===== config.mk =====
export PLATFORM = sky130hd
export DESIGN_NAME = merlin_port_arbiter
export DESIGN_NICKNAME = d
export VERILOG_FILES = /design/src/rtl/merlin_port_arbiter_pkg.sv /design/src/rtl/merlin_src_fifo.sv /design/src/rtl/merlin_port_arbiter.sv
export SDC_FILE = /design/constraint.sdc
export NUM_CORES = 1
export LEC_CHECK = 0
export ABC_AREA = 1
export CELL_PAD_IN_SITES_DETAIL_PLACEMENT = 1
export CELL_PAD_IN_SITES_GLOBAL_PLACEMENT = 2
export CORE_UTILIZATION = 10
export DETAILED_ROUTE_END_ITERATION = 7
export GPL_TIMING_DRIVEN = 0
export PLACE_DENSITY_LB_ADDON = 0.1
export SETUP_SLACK_MARGIN = 0.1
export SLEW_MARGIN = 20
export SYNTH_ARGS = -nofsm -noshare
export SYNTH_HDL_FRONTEND = slang
export SYNTH_HIERARCHICAL = 1
export SYNTH_SLANG_ARGS = --single-unit
export TNS_END_PERCENT = 1

===== constraint.sdc =====
create_clock -name clk_i -period 2.7 [get_ports clk_i]
set_clock_uncertainty 0.2 [all_clocks]
set_input_delay 0.405 -clock clk_i [delete_from_list [all_inputs] [get_ports clk_i]]
set_output_delay 0.405 -clock clk_i [all_outputs]
set_load 0.1 [all_outputs]

===== src/rtl/merlin_port_arbiter_pkg.sv =====
// Shared definitions for the merlin instruction/data port arbiter.
// Source tags identify which core port owns an outstanding transaction.
// Instruction requests always move a full word.
package merlin_port_arbiter_pkg;

  localparam int unsigned RV_XLEN = 32;

  // Owner of a memory transaction, as recorded in the source FIFO
  typedef enum logic {
    SRC_INS = 1'b0,
    SRC_DAT = 1'b1
  } src_e;

  localparam logic [1:0] SIZE_WORD = 2'b10;

endpackage


===== src/rtl/merlin_src_fifo.sv =====
// In-order 1-bit tag FIFO recording the originator of each outstanding request.
// Latency: push visible at head one cycle later; head/full/empty are registered state.
// Backpressure: pushes while full and pops while empty are ignored; clk_en_i=0 freezes state.
module merlin_src_fifo #(
  parameter int unsigned DEPTH_X = 2
) (
  input  logic clk_i,
  input  logic clk_en_i,
  input  logic resetb_i,
  input  logic push_i,
  input  logic push_dat_i,
  input  logic pop_i,
  output logic full_o,
  output logic empty_o,
  output logic head_o
);

  localparam int unsigned DEPTH = 1 << DEPTH_X;
  localparam logic [DEPTH_X:0] DEPTH_CNT = DEPTH[DEPTH_X:0];

  logic [DEPTH-1:0]   mem_q, mem_d;
  logic [DEPTH_X-1:0] wr_ptr_q, wr_ptr_d;
  logic [DEPTH_X-1:0] rd_ptr_q, rd_ptr_d;
  logic [DEPTH_X:0]   cnt_q, cnt_d;
  logic               push_ok, pop_ok;

  assign full_o  = (cnt_q == DEPTH_CNT);
  assign empty_o = (cnt_q == '0);
  assign head_o  = mem_q[rd_ptr_q];
  assign push_ok = clk_en_i & push_i & ~full_o;
  assign pop_ok  = clk_en_i & pop_i & ~empty_o;

  // Next-state: write at wr_ptr, advance pointers, track occupancy
  always_comb begin
    mem_d    = mem_q;
    wr_ptr_d = wr_ptr_q;
    rd_ptr_d = rd_ptr_q;
    cnt_d    = cnt_q;
    if (push_ok) begin
      mem_d[wr_ptr_q] = push_dat_i;
      wr_ptr_d        = wr_ptr_q + 1'b1;
    end
    if (pop_ok) begin
      rd_ptr_d = rd_ptr_q + 1'b1;
    end
    case ({push_ok, pop_ok})
      2'b10:   cnt_d = cnt_q + 1'b1;
      2'b01:   cnt_d = cnt_q - 1'b1;
      default: cnt_d = cnt_q;
    endcase
  end

  // State registers, cleared to empty by the asynchronous reset
  always_ff @(posedge clk_i or negedge resetb_i) begin
    if (!resetb_i) begin
      mem_q    <= '0;
      wr_ptr_q <= '0;
      rd_ptr_q <= '0;
      cnt_q    <= '0;
    end else begin
      mem_q    <= mem_d;
      wr_ptr_q <= wr_ptr_d;
      rd_ptr_q <= rd_ptr_d;
      cnt_q    <= cnt_d;
    end
  end

endmodule


===== src/rtl/merlin_port_arbiter.sv =====
// Merges instruction and data request ports onto one memory port; routes in-order responses back.
// Latency: zero on both request and response paths (combinational muxing).
// Backpressure: stalled request keeps its grant; full source FIFO blocks new requests. Build option MERLIN_ARB_RR_EN selects round-robin.
module merlin_port_arbiter
  import merlin_port_arbiter_pkg::*;
#(
  parameter int unsigned C_OTX_DEPTH_X = 2
) (
  input  logic               clk_i,
  input  logic               clk_en_i,
  input  logic               resetb_i,
  // instruction request
  output logic               ireqready_o,
  input  logic               ireqvalid_i,
  input  logic [1:0]         ireqhpl_i,
  input  logic [RV_XLEN-1:0] ireqaddr_i,
  // instruction response
  input  logic               irspready_i,
  output logic               irspvalid_o,
  output logic               irsprerr_o,
  output logic [RV_XLEN-1:0] irspdata_o,
  // data request
  output logic               dreqready_o,
  input  logic               dreqvalid_i,
  input  logic [1:0]         dreqsize_i,
  input  logic               dreqdvalid_i,
  input  logic [1:0]         dreqhpl_i,
  input  logic [RV_XLEN-1:0] dreqaddr_i,
  input  logic [RV_XLEN-1:0] dreqdata_i,
  // data response
  input  logic               drspready_i,
  output logic               drspvalid_o,
  output logic               drsprerr_o,
  output logic               drspwerr_o,
  output logic [RV_XLEN-1:0] drspdata_o,
  // shared memory request
  input  logic               mreqready_i,
  output logic               mreqvalid_o,
  output logic [1:0]         mreqsize_o,
  output logic               mreqdvalid_o,
  output logic [1:0]         mreqhpl_o,
  output logic [RV_XLEN-1:0] mreqaddr_o,
  output logic [RV_XLEN-1:0] mreqdata_o,
  // shared memory response
  output logic               mrspready_o,
  input  logic               mrspvalid_i,
  input  logic               mrsprerr_i,
  input  logic               mrspwerr_i,
  input  logic [RV_XLEN-1:0] mrspdata_i
);

  logic lock_q, lock_d;
  src_e lock_src_q, lock_src_d;
  src_e arb_src;
  src_e gnt;
  logic sel_vld;
  logic fifo_full, fifo_empty, fifo_head;
  logic req_xfer, rsp_xfer;

`ifdef MERLIN_ARB_RR_EN
  src_e last_q, last_d;
`endif

  // Free arbitration between the two request ports (only used when no grant is locked)
  always_comb begin
    arb_src = SRC_INS;
    if (ireqvalid_i && dreqvalid_i) begin
`ifdef MERLIN_ARB_RR_EN
      arb_src = (last_q == SRC_INS) ? SRC_DAT : SRC_INS;
`else
      arb_src = SRC_DAT;
`endif
    end else if (dreqvalid_i) begin
      arb_src = SRC_DAT;
    end
  end

  assign gnt      = lock_q ? lock_src_q : arb_src;
  assign sel_vld  = (gnt == SRC_DAT) ? dreqvalid_i : ireqvalid_i;
  assign req_xfer = clk_en_i & mreqvalid_o & mreqready_i;
  assign rsp_xfer = clk_en_i & mrspvalid_i & mrspready_o;

  // A full FIFO blocks the request even when a response pops in the same cycle
  assign mreqvalid_o = sel_vld & ~fifo_full;
  assign ireqready_o = (gnt == SRC_INS) & ireqvalid_i & mreqready_i & ~fifo_full;
  assign dreqready_o = (gnt == SRC_DAT) & dreqvalid_i & mreqready_i & ~fifo_full;

  // Request payload mux; instruction fetches are word-sized reads with no write data
  always_comb begin
    mreqaddr_o   = ireqaddr_i;
    mreqhpl_o    = ireqhpl_i;
    mreqsize_o   = SIZE_WORD;
    mreqdvalid_o = 1'b0;
    mreqdata_o   = '0;
    if (gnt == SRC_DAT) begin
      mreqaddr_o   = dreqaddr_i;
      mreqhpl_o    = dreqhpl_i;
      mreqsize_o   = dreqsize_i;
      mreqdvalid_o = dreqvalid_i ? dreqdvalid_i : 1'b0;
      mreqdata_o   = dreqdata_i;
    end
  end

  // Grant lock: a presented but unaccepted request keeps the grant until it transfers
  always_comb begin
    lock_d     = lock_q;
    lock_src_d = lock_src_q;
    if (clk_en_i) begin
      lock_d     = mreqvalid_o & ~mreqready_i;
      lock_src_d = gnt;
    end
  end

`ifdef MERLIN_ARB_RR_EN
  // Round-robin history: remember the owner of the last accepted request
  always_comb begin
    last_d = last_q;
    if (req_xfer) begin
      last_d = gnt;
    end
  end

  // Round-robin pointer register
  always_ff @(posedge clk_i or negedge resetb_i) begin
    if (!resetb_i) begin
      last_q <= SRC_INS;
    end else begin
      last_q <= last_d;
    end
  end
`endif

  // Grant lock registers
  always_ff @(posedge clk_i or negedge resetb_i) begin
    if (!resetb_i) begin
      lock_q     <= 1'b0;
      lock_src_q <= SRC_INS;
    end else begin
      lock_q     <= lock_d;
      lock_src_q <= lock_src_d;
    end
  end

  merlin_src_fifo #(
    .DEPTH_X (C_OTX_DEPTH_X)
  ) u_src_fifo (
    .clk_i      (clk_i),
    .clk_en_i   (clk_en_i),
    .resetb_i   (resetb_i),
    .push_i     (req_xfer),
    .push_dat_i (gnt),
    .pop_i      (rsp_xfer),
    .full_o     (fifo_full),
    .empty_o    (fifo_empty),
    .head_o     (fifo_head)
  );

  // Response routing: the FIFO head names the port that owns the returning response
  always_comb begin
    irspvalid_o = 1'b0;
    drspvalid_o = 1'b0;
    mrspready_o = 1'b0;
    if (!fifo_empty) begin
      if (fifo_head == SRC_DAT) begin
        drspvalid_o = mrspvalid_i;
        mrspready_o = drspready_i;
      end else begin
        irspvalid_o = mrspvalid_i;
        mrspready_o = irspready_i;
      end
    end
  end

  assign irspdata_o = mrspdata_i;
  assign irsprerr_o = mrsprerr_i;
  assign drspdata_o = mrspdata_i;
  assign drsprerr_o = mrsprerr_i;
  assign drspwerr_o = mrspwerr_i;

endmodule


* Word-level counts from Yosys, hierarchy flattened
Cells that the tools add are included.
** Operators by class
- Reductions and logical operators :: 4
- Equal/unequal tests :: 3
- Order comparisons :: 3
- Add/subtract/negate cells :: 4
- Bitwise gates (word level) :: 20
- Muxes and demuxes :: 22
** Operators by type and width (number)
- two-way mux 32 bit :: 2
- bitwise AND 1 bit :: 16
- two-way mux 1 bit :: 14
- < comparator 2 x 3 -> 1 bit, second input constant :: 2
- case mux 3 bit (2 select lines) :: 1
- adder 2 x 1 -> 2 bit, second input constant :: 2
- bitwise mux 4 bit :: 1
- two-way mux 2 bit :: 2
- inverter 1 bit :: 4
- adder 3 x 1 -> 3 bit, second input constant :: 1
- == test 3 bit, second input constant :: 1
- zero test 3 bit :: 1
- subtractor 3 x 1 -> 3 bit, second input constant :: 1
- binary-select mux 1 bit (select 2 bit) :: 1
- demux 1 bit (select 2 bit) :: 1
- == test 2 x 1 -> 1 bit, second input constant :: 1
- == test 2 bit, second input constant :: 1
- >= comparator 2 x 1 -> 1 bit, second input constant :: 1
- logical AND 1 bit :: 2
- nonzero test 2 bit :: 1
** Storage, ports and cells
- Register bits after elaboration :: 13
- Logic and storage cells :: 62

* Depth between registers and ports, before layout
- Word-level depth :: 11
- Depth in mapped cells :: 20
- Depth with buffers taken out :: 20

* Hierarchy
Netlist, hierarchy kept.
** By module, submodules not included
- merlin_port_arbiter :: cells an instance 281, seq. area each 50.0 µm², times used 1, area an instance 1421.4 µm²
- merlin_src_fifo :: cells an instance 87, seq. area each 275.3 µm², times used 1, area an instance 691.9 µm²

* Worst setup path before layout
OpenSTA, ideal clock, no wires.
- Path kind :: reg2out
- Start :: register u_src_fifo.rd_ptr_q[0]
- End :: output drspvalid_o
- Path buffers :: 0
- Setup slack :: -0.855 ns
- Arrival time :: 2.950 ns
- Cell stages (with the launch flop) :: 6
- Required time :: 2.095 ns
- Path through :: dfrtp_1 > inv_1 > o21ai_0 > o21ai_0 > inv_1 > nor3_1
** Between the ends
- Cells in the longest elaborated chain, start to end :: 4
** RTL lines
- from (decl) :: RTL line merlin_src_fifo.sv:23 : logic [DEPTH_X-1:0] rd_ptr_q, rd_ptr_d;
- from (signal assigned) :: RTL line merlin_src_fifo.sv:63 : rd_ptr_q <= rd_ptr_d;
- binary-select mux 1 bit (select 2 bit) :: RTL line merlin_src_fifo.sv:29 : assign head_o = mem_q[rd_ptr_q];
- two-way mux 1 bit (not written as such) :: RTL line merlin_src_fifo.sv:29
- named net fifo_head :: RTL line merlin_port_arbiter.sv:57 : logic fifo_full, fifo_empty, fifo_head;
- two-way mux 1 bit :: RTL line merlin_port_arbiter.sv:164 : if (fifo_head == SRC_DAT) begin
- two-way mux 1 bit :: RTL line merlin_port_arbiter.sv:163 : if (!fifo_empty) begin
- to (decl) :: RTL line merlin_port_arbiter.sv:32 : output logic drspvalid_o,
The timed path passes the listed nets, and every way through them passes these cells. The select of a mux whose other input is x is not followed.

* Worst setup path after layout
- Start :: register u_src_fifo.cnt_q[1]
- End :: register u_src_fifo.cnt_q[1]
** RTL lines
- from (decl) :: RTL line merlin_src_fifo.sv:24 : logic [DEPTH_X:0] cnt_q, cnt_d;
- from (signal assigned) :: RTL line merlin_src_fifo.sv:64 : cnt_q <= cnt_d;
- zero test 3 bit * :: RTL line merlin_src_fifo.sv:28 : assign empty_o = (cnt_q == '0);
- named net fifo_empty :: RTL line merlin_port_arbiter.sv:57
- two-way mux 1 bit * :: RTL line merlin_port_arbiter.sv:163
- bitwise AND 1 bit * :: RTL line merlin_port_arbiter.sv:81 : assign rsp_xfer = clk_en_i & mrspvalid_i & mrspready_o;
- named net rsp_xfer :: RTL line merlin_port_arbiter.sv:58 : logic req_xfer, rsp_xfer;
- bitwise AND 1 bit * (2 in a row) :: RTL line merlin_src_fifo.sv:31 : assign pop_ok = clk_en_i & pop_i & ~empty_o;
- named net u_src_fifo.pop_ok :: RTL line merlin_src_fifo.sv:25 : logic push_ok, pop_ok;
- == test 2 x 1 -> 1 bit / == test 2 bit (equally long branches) :: RTL line merlin_src_fifo.sv:46 : case ({push_ok, pop_ok})
- case mux 3 bit (2 select lines) / nonzero test 2 bit (equally long branches)
Mark *: on every way through the listed nets, which the timed path passes. The rest lies on a longest branch.
A chain may end at the register's enable or synchronous reset.

==> results by group <==
Status
  • Result of the run: finished, final reports clean

Floorplanning
  • Core area: 20500 sq um
  • Row count: 52
  • Full die area: 21700 sq um
  • Die outline height: 147 um
  • Die width: 147 um
  • I/O pins: 288
  • Starting utilization of the core area: 0.103

Setup path
  • Capturing point of the worst reg2reg path: u_src_fifo/cnt_q[1]
  • Cells on worst reg2reg path: 14
  • Setup CP Type: reg -> reg
  • Endpoint class of the critical path: flip-flop
  • Critical path arrival: 2.49 ns
  • Worst EP required: 2.66 ns
  • Worst reg2reg startpoint: u_src_fifo/cnt_q[1]
  • Max Fanout on Critical Path: 4
  • Register-to-register setup slack: 0.17 ns
  • Source of the critical timing path: u_src_fifo/cnt_q[1]
  • Startpoint type of the worst setup path: flip-flop
  • Worst setup endpoint: u_src_fifo/cnt_q[1]

Detailed routing
  • Total via count in the routed design: 3025
  • Drc violations: 0
  • Average vias per placed instance: 3.36
  • Violation count after the first detailed-route iteration: 35
  • WL/cell: 12.8 um
  • Number of routed nets with antenna violations: 0
  • Total iterations of the first detailed-routing run: 4
  • Total Wirelength: 11500 um

Global routing
  • Total routing resource utilization after global routing: 0.0992
  • Initial antenna violation count: 0
  • Number of global-route vias before repair: 3119
  • Global-route congestion overflow total: 0
  • Maximum number of pins on one net before global-route repair: 14
  • Global-route wire length before repair: 17000 um

Clock network
  • Clk root buf: sky130_fd_sc_hd__clkbuf_16
  • Maximum buffer depth of the clock tree: 2
  • TritonCTS Sinks: 13
  • Number of clock buffers inserted by TritonCTS: 3
  • Clock-pin slew on the worst setup and hold paths: 0.05 ns
  • # H-tree levels: 1
  • Hold Buf Count CTS: 0
  • Clock network latency to the later pin of the worst-skew pair: 0.24 ns
  • TritonCTS clock tree: done

Worst hold path
  • Worst hold path class: reg -> reg

STA
  • Clock period minus final worst setup slack: 2.53 ns
  • Number of pins with negative max-slew slack in the final report: 0
  • Actual transition at the worst max-transition pin: 0.982 ns
  • Worst slew margin relative to its limit: 0.343
  • Achievable clock frequency: 395 MHz
  • Total negative slack: 0 ns
  • Worst hold margin: 0.285 ns
  • Finish-stage setup viols: 0
  • Count of endpoints failing hold in the final timing report: 0
  • Period utilisation layout: 0.937
  • Setup repair after global routing missed its margin: yes

Finish
  • Most used cells in the layout excluding fill and tap cells: sky130_fd_sc_hd__clkdlybuf4s50_1, sky130_fd_sc_hd__nand2_1, sky130_fd_sc_hd__buf_4, sky130_fd_sc_hd__inv_1, sky130_fd_sc_hd__buf_6
  • Ratio of cells with drive above 1 in the final layout: 0.316
  • Filler instances: 2473
  • Number of nets in the finished design: 783
  • Antenna diode count: 0
  • Most common cell after layout, fill and taps aside: sky130_fd_sc_hd__clkdlybuf4s50_1
  • Syn-to-layout area delta: 142%

Synth
  • Synth warnings: 6
  • Synthesized netlist cell count: 368
  • Mean area per synthesized cell: 5.74 sq um
  • Adder-cell area share of the yosys netlist: 0.0391
  • Simple-Gate Fraction of Synth Area: 0.402
  • Share of the synthesized netlist area taken by xor and xnor gates: 0.00414
  • Dominant combinational cell family by area after synthesis: simple AND/OR/NAND/NOR gates
  • Number of distinct library cells after synthesis: 22
  • Share of the yosys chip area belonging to registers: 0.154
  • Post-Syn Nets: 520
  • Flop and latch count out of synthesis: 13
  • Proportion of synthesized area in mux cells: 0
  • Mapped cell area: 2110 sq um
  • Complex-gate fraction of the synthesized area: 0.0201

Place
  • Count of buffers from port buffering: 253
  • Final estimated routing congestion in global placement: 0.731
  • Hpwl dp: 10100 um

Flow run
  • Max-capacitance violation count: 0

Power
  • Peak ir drop on the vdd network: 0.203 mV
  • Power per cell area: 777 nW/um^2
  • Static Leak: 2.60 nW
-- cell usage after synthesis (all sizes together) --
cell    number  area, sq um
nor3         4         20.0
fa           1         20.0
nand2      140          531
o21ai        6         30.0
clkbuf       1         13.8
inv         57          214
buf         78          577
ha           5         62.6
xnor2        1         8.76
nor2        42          185
nand4        6         37.5
nand3       11         70.1
dfrtp       13          325
or2          1         6.26
a21oi        1         5.00
a22oi        1         7.51
-- cell families (layout without fill, tap and decap cells) --
group / count (synthesis) / after routing
buffers and inverters: 136 / 398
DFF: 13 / 13
and+or+nand+nor: 204 / 204
AOI/OAI and AO/OA: 8 / 8
adders and majority gates: 6 / 6
xor gates and xnor gates: 1 / 1
-- worst max-delay path, stage by stage (launching register included) --
cell and delay (ns):
sky130_fd_sc_hd__dfrtp_1 0.40, sky130_fd_sc_hd__nor2_2 0.15, sky130_fd_sc_hd__nand2_1 0.15, sky130_fd_sc_hd__inv_2 0.14, sky130_fd_sc_hd__nor2_1 0.07, sky130_fd_sc_hd__a22oi_2 0.18, sky130_fd_sc_hd__nor2_1 0.06, sky130_fd_sc_hd__nand2_1 0.08
sky130_fd_sc_hd__inv_2 0.05, sky130_fd_sc_hd__nand2_2 0.10, sky130_fd_sc_hd__inv_2 0.05, sky130_fd_sc_hd__ha_4 0.15, sky130_fd_sc_hd__inv_2 0.07, sky130_fd_sc_hd__fa_2 0.44, sky130_fd_sc_hd__o21ai_1 0.15
-- power breakdown --
group	leakage, nW	switching (mW)	internal [mW]
logic	2.39	2.47	0.877
registers	0.165	0.0685	0.274
clock network	0.0382	0.0862	0.200
-- final cells by class --
type	count	area, sq um	share of cell area
clock buffers	4	78.8	0.0154
plain buffers	79	596	0.116
inverters	57	216	0.0423
flip-flops and latches	13	327	0.0638
multi-input cells	219	1040	0.203
well taps	270	338	0.0660
repair buffers	258	2530	0.494
-- flip-flops by register name (all words and copies together) (netlist names) --
name                 flops
u_src_fifo/wr_ptr_q      2
lock_q                   1
lock_src_q               1
u_src_fifo/cnt_q         3
u_src_fifo/rd_ptr_q      2
u_src_fifo/mem_q         4
-- stage by stage --
stage	setup slack, ns	std cells	cell area (sq um)	total power [mW]	utilization
CTS	-0.00993	896	5070	3.97	0.247
finish	0.170	900	5120	3.98	0.250
global route	-0.0301	900	5120	4.18	0.250
detailed placement	-0.843	891	4990	3.61	0.244
floorplan	-0.666	368	2120	2.77	-
global placement	-0.826	891	4990	3.59	0.244
-- worst min path at each step --
stage,startpoint,to,slack (ns),cells past startpoint
2_1_floorplan,resetb_i,lock_q,-0.09,0
3_3_place_gp,u_src_fifo/mem_q[3],u_src_fifo/mem_q[3],0.26,2
3_5_place_dp,u_src_fifo/mem_q[3],u_src_fifo/mem_q[3],0.26,2
4_1_cts,u_src_fifo/mem_q[3],u_src_fifo/mem_q[3],0.29,2
5_1_grt,u_src_fifo/mem_q[0],u_src_fifo/mem_q[0],0.33,2
6_report,u_src_fifo/mem_q[0],u_src_fifo/mem_q[0],0.28,2
-- timing repair --
item	in CTS	in global routing
buffers inserted	1	4
endpoints found under the hold margin	0	0
setup endpoints to repair	78	70
resized for setup	476	24
pin swaps	1	4
-- layer usage --
layer  vias up  track usage  wire length (um)
met1      1337        0.102              4080
met3         0       0.0222               847
met4         0      0.00619                 0
met2       156        0.207              6580
li1       1532            -                 -
met5         -            0                 0
Power figures use the tool's default switching activity.
